[config.mk]
export PLATFORM = sky130hd
export DESIGN_NAME = err_report_slot
export DESIGN_NICKNAME = d
export VERILOG_FILES = /design/src/rtl/count_checker_pkg.sv /design/src/rtl/count_checker_err_report_slot.sv
export SDC_FILE = /design/constraint.sdc
export NUM_CORES = 1
export LEC_CHECK = 0
export BUFFER_PORTS_ARGS = -buffer_cell sky130_fd_sc_hd__buf_4
export CAP_MARGIN = 20
export CORE_AREA = 4 4 41 43
export CTS_CLUSTER_DIAMETER = 30
export DETAILED_ROUTE_END_ITERATION = 6
export DIE_AREA = 0 0 45 47
export GPL_TIMING_DRIVEN = 0
export PLACE_DENSITY = 0.58
export SLEW_MARGIN = 20
export SYNTH_ARGS = -nofsm -noshare
export SYNTH_HDL_FRONTEND = slang
export SYNTH_SLANG_ARGS = --single-unit
[constraint.sdc]
create_clock -name clk -period 1.5 [get_ports clk]
set_clock_uncertainty 0.2 [all_clocks]
set_input_delay 0 -clock clk [delete_from_list [all_inputs] [get_ports clk]]
set_output_delay 0 -clock clk [all_outputs]
set_load 0.01 [all_outputs]
[src/rtl/count_checker_pkg.sv]
// Shared types and default parameters for the count_checker monitor.
// Imported by the interface, the error slot and the top-level checker.
package count_chk_pkg;

  localparam int unsigned CountW     = 4;
  localparam int unsigned WrapW      = 8;
  localparam int unsigned ErrcW      = 8;
  localparam int unsigned LockCycles = 2;
  // Wide enough for the largest legal lock threshold (15).
  localparam int unsigned RunW       = 4;

  typedef enum logic {
    ST_SYNC,
    ST_LOCKED
  } chk_state_t;

  typedef struct packed {
    logic [CountW-1:0] expected;
    logic [CountW-1:0] actual;
  } err_rec_t;

  function automatic logic [RunW-1:0] run_next(input logic [RunW-1:0] run, input logic hit);
    return hit ? run + RunW'(1) : '0;
  endfunction

endpackage

[src/rtl/count_checker_err_report_slot.sv]
// Single-entry valid/ready holding register for error records.
// A record arriving while the slot is full and not draining is dropped and flagged sticky.
module err_report_slot
  import count_chk_pkg::*;
#(
  parameter type rec_t = err_rec_t
) (
  input  logic clk,
  input  logic rst,
  input  logic push_i,
  input  rec_t rec_i,
  input  logic ready_i,
  output logic valid_o,
  output rec_t rec_o,
  output logic ovf_o
);

  logic valid_q, valid_d;
  rec_t rec_q, rec_d;
  logic ovf_q, ovf_d;
  logic load;
  logic drop;

  always_comb begin
    // The slot frees up in the same cycle it is drained, so a push can replace a retiring record.
    load    = push_i && (!valid_q || ready_i);
    drop    = push_i && valid_q && !ready_i;
    valid_d = valid_q;
    rec_d   = rec_q;
    ovf_d   = ovf_q || drop;
    if (load) begin
      valid_d = 1'b1;
      rec_d   = rec_i;
    end else if (valid_q && ready_i) begin
      valid_d = 1'b0;
    end
  end

  always_ff @(posedge clk) begin
    if (rst) begin
      valid_q <= 1'b0;
      rec_q   <= '0;
      ovf_q   <= 1'b0;
    end else begin
      valid_q <= valid_d;
      rec_q   <= rec_d;
      ovf_q   <= ovf_d;
    end
  end

  assign valid_o = valid_q;
  assign rec_o   = rec_q;
  assign ovf_o   = ovf_q;

endmodule

Yosys cells after proc, flatten, opt, wreduce, memory -nomap -nowiden
Index checks and enable logic that the tools add are counted.

word-level totals
  register bits after elaboration = 10
  latch bits = 0
  RAM bits = 0
  bits in read-only memories = 0
  input bits = 12
  output and inout bits = 10
  memories = 0

operators by class
  add/sub/neg operators = 0
  multipliers = 0
  div/mod/pow operators = 0
  $lt $le $gt $ge = 0
  equal/unequal tests = 0
  shift-type cells = 0
  mux-type cells = 2
  bitwise operators = 0
  reductions and logical operators = 9

operators with widths
  operator            number
  logical AND 1 bit   4
  logical NOT 1 bit   2
  logical OR 1 bit    2
  2-to-1 mux 1 bit    2
  nonzero test 2 bit  1

Longest topological paths before layout
  depth after elaboration = 4
  mapped depth = 4
  mapped depth without buffers = 3

Least setup slack after synthesis
Ideal clock, no wire load.

  path type = flip-flop to flip-flop
  start = reg valid_q, in the netlist valid_o
  end = reg rec_q (netlist bit rec_o[0])
  arrival time = 862 ps
  path slack = 367 ps
  stages on the path, launching flop included = 5
  cell sequence = dfxtp_1 nor2b_4 nor2b_2 buf_6 mux2i_1

between the ends
  cells in the longest elaborated chain, start to end = 3

RTL lines
  element                 line                                 RTL
  from (decl)             count_checker_err_report_slot.sv:18  logic valid_q, valid_d;
  from (signal assigned)  count_checker_err_report_slot.sv:45  valid_q <= valid_d;
  logical NOT 1 bit       count_checker_err_report_slot.sv:26  load = push_i && (!valid_q || ready_i);
  logical OR 1 bit        count_checker_err_report_slot.sv:26
  logical AND 1 bit       count_checker_err_report_slot.sv:26
  to (signal assigned)    count_checker_err_report_slot.sv:46  rec_q <= rec_d;
  to (decl)               count_checker_err_report_slot.sv:19  rec_t rec_q, rec_d;

Every way passes these cells.
A chain may end at the register's enable or synchronous reset.

Worst setup path in the final report
  start = reg valid_q, in the netlist valid_o
  end = reg valid_q, in the netlist valid_o

between the ends
  cells in the longest elaborated chain, start to end = 4
  elaborated cells on any way between the ends = 6
  those cells by class = mux (1); reduce/logical (5)

RTL lines
  element                                                 line
  logical NOT 1 bit                                       count_checker_err_report_slot.sv:26
  logical OR 1 bit                                        count_checker_err_report_slot.sv:26
  logical AND 1 bit                                       count_checker_err_report_slot.sv:26
  2-to-1 mux 1 bit or nonzero test 2 bit (tied branches)  -

Several ways; a longest one is shown, not always the timed one.

==> out/results.tsv <==
stage	metric	value	unit
worst_setup_path	cp_max_fo	2	
sta	fin_crit_sh	94.7	%
logic_synthesis	synth_area	435	µm²
worst_setup_path	cp_slowest_cell	dlygate4sd3_1	
drt	avgRoutedWirePerCell	11.1	µm
drt	drt-met1-wl	489	µm
layout	num-fill-cells	120	
logic_synthesis	synthMostInstantiatedCell	nand2b_1	
worst_setup_path	crit_buf_inv	1	
logic_synthesis	syn_inst	42	
cts	clockRootBuffer	clkbuf_4	
worst_setup_path	critical_path.startpoint	valid_o	
worst_setup_path	critical-path-max-stage-delay	540	ps
logic_synthesis	ys_seq_elements	10	
worst_setup_path	cp_common_cell	nor2_1	
sta	period_needed	1420	ps
cts	cts_sinks	10	
global_route	grt_use_total	12.4	%
pwr	irDropWorstVdd	0.411	mV
layout	diodes	0	
sta	tightest_slew	121	ps
min_path	hp-start	rec_o[2]	
place	finalWeightedCongestion	0.562	
sta	finalSetupViolations	0	
global_route	grt_first_pass_wirelength	1840	µm
worst_setup_path	cp.required	1500	ps
worst_setup_path	cp-end-kind	flip-flop	
layout	postLayoutCellArea	835	µm²
drt	wl_met3	73	µm
floorplanning	rows	13	
sta	rsz0062_at_grt	false	
floorplanning	dieArea	2120	µm²
drt	routed_wl	1120	µm
layout	final_net_count	100	
logic_synthesis	synthTopCellsByCount	16 x nand2b_1, 10 x dfxtp_1, 8 x mux2i_1	
drt	top_layer_used	met4	
floorplanning	fp.dieH	47	µm
layout	area_delta_synth_final	91.7	%
drt	routed-wl-met2	549	µm
min_path	hp-class	flip-flop to flip-flop	
worst_setup_path	cp_cell_sequence	nor2b_4 > nor2_1 > dlygate4sd3_1 > nor2_1	
cts	htreeDepth	1	
sta	fmax	704	MHz
floorplanning	coreArea	1300	µm²
drt	drt_drc_violations_left	0	
logic_synthesis	ys_types	9	
global_route	grt_max_degree	11	
cts	clock_path_buffers	2	
logic_synthesis	synth_nets	54	
sta	drv_slew	0	
cts	numCtsBuffers	3	
layout	final_core_util	64.1	%
logic_synthesis	yosys.area.top_type_share	46.0	%
drt	viasPerCell	4.39	
floorplanning	die_x	45	µm
logic_synthesis	yosys-top-cells-area	dfxtp_1 46%, nand2b_1 23%, mux2i_1 18%	
global_route	overflow	0	
sta	final_hold_viol_count	0	
drt	ant_nets	0	
floorplanning	ios	22	
pwr	power_density	745	nW/µm²
global_route	grt_pass1_vias	433	
sta	fin_tns_setup	0	ps
place	port-buffer-count	21	
logic_synthesis	yosys_warnings	0	
drt	drt_iter0_drc	2	
pwr	leakage	0.374	nW
global_route	antenna_found_initial	0	
floorplanning	initial_core_util	33.5	%
sta	maxSlewHeadroom	91.7	%
run_status	status	finished, final reports clean	
cts	cts_tree	done	
logic_synthesis	async_flop_share	0	%
logic_synthesis	yosysSeqAreaShare	46.0	%
run	drv_cap	0	
worst_setup_path	rr_startpoint	valid_o	
worst_setup_path	critPathTopFamily	buffers and inverters	
layout	drive_above_1_share	32.6	%
worst_setup_path	worstPathArrival	1420	ps
cts	clock_latency	260	ps
logic_synthesis	synth_area_leader_cell	dfxtp_1	
drt	vias	443	
worst_setup_path	start_kind	flip-flop	
drt	first_pass_iters	3	
logic_synthesis	synth_area_per_cell	10.4	µm²
logic_synthesis	synth_edf_count	0	
logic_synthesis	synthFlopType	dfxtp_1	
worst_setup_path	crit_type	flip-flop to flip-flop	
cts	clk_pin_slew	60	ps
place	dpl_cell_area	612	µm²
## worst paths after layout
kind	to	slack, ps	depth (start not counted)
setup reg to reg	valid_o	80	4
hold / removal	rec_o[2]	270	2
setup / recovery	valid_o	80	4
hold reg to reg	rec_o[2]	270	2
## per-layer routing
metal	track usage [%]	up-vias
met2	20.6	15
met4	7.02	0
met5	0	-
met1	14.9	204
met3	2.30	2
li1	-	222
## layout make-up
cell class	count	area (µm²)	area share [%]
Tap cell	15	18.8	2.25
Multi-Input combinational cell	30	219	26.2
Sequential cell	10	200	24.0
Timing Repair Buffer	41	358	42.9
Clock buffer	3	22.5	2.70
Buffer	2	16.3	1.95
## logic make-up (layout without fill, tap and decap cells)
group / Yosys count / count (layout) / share of synthesized area [%]
AND/OR/NAND/NOR: 21 / 21 / 30.7
flip-flops: 10 / 10 / 46.0
multiplexers: 8 / 8 / 18.4
buffers and inverters: 2 / 46 / 3.73
AO/OA/AOI/OAI: 1 / 1 / 1.15
## registers in the layout, indices dropped and copies added, names as in the netlist
name     count
valid_o      1
ovf_o        1
rec_o        8
## tightest hold or removal path: stages, from the launching register on
cell and delay (ps):
dfxtp_1 310, nand2b_1 60, mux2i_1 50
## what timing repair did
action	4_1_cts	5_1_grt
hold buffers	20	0
buffers inserted	0	1
endpoints found under the setup margin	0	1
endpoints found under the hold margin	10	0
resized for setup	0	0
## cells in the final DEF (no fill, tap or decap)
master,count
nand2b_1,16
a21oi_1,1
nor2b_2,1
nor2_1,3
clkbuf_4,3
mux2i_1,8
buf_6,1
dfxtp_1,10
buf_2,1
dlygate4sd3_1,20
nor2b_4,1
buf_4,21
## report_power, final
part           leakage [nW]  switching [mW]  internal (mW)
clock                0.0138          0.0870         0.0925
combinational         0.277          0.0502          0.101
sequential           0.0824         0.00887          0.283
total                 0.374           0.146          0.476
## metrics by stage
stage                     hold slack (ps)  power (mW)  std cells  setup WS (ps)
after floorplan                     -79.3       0.349         42            367
after global placement               31.1       0.406         78            345
after detailed placement             39.2       0.408         78            325
after CTS                             277       0.625        101           20.5
after global routing                  297       0.649        101           1.49
final                                 274       0.622        101           80.2
Power figures use the tool's default switching activity.
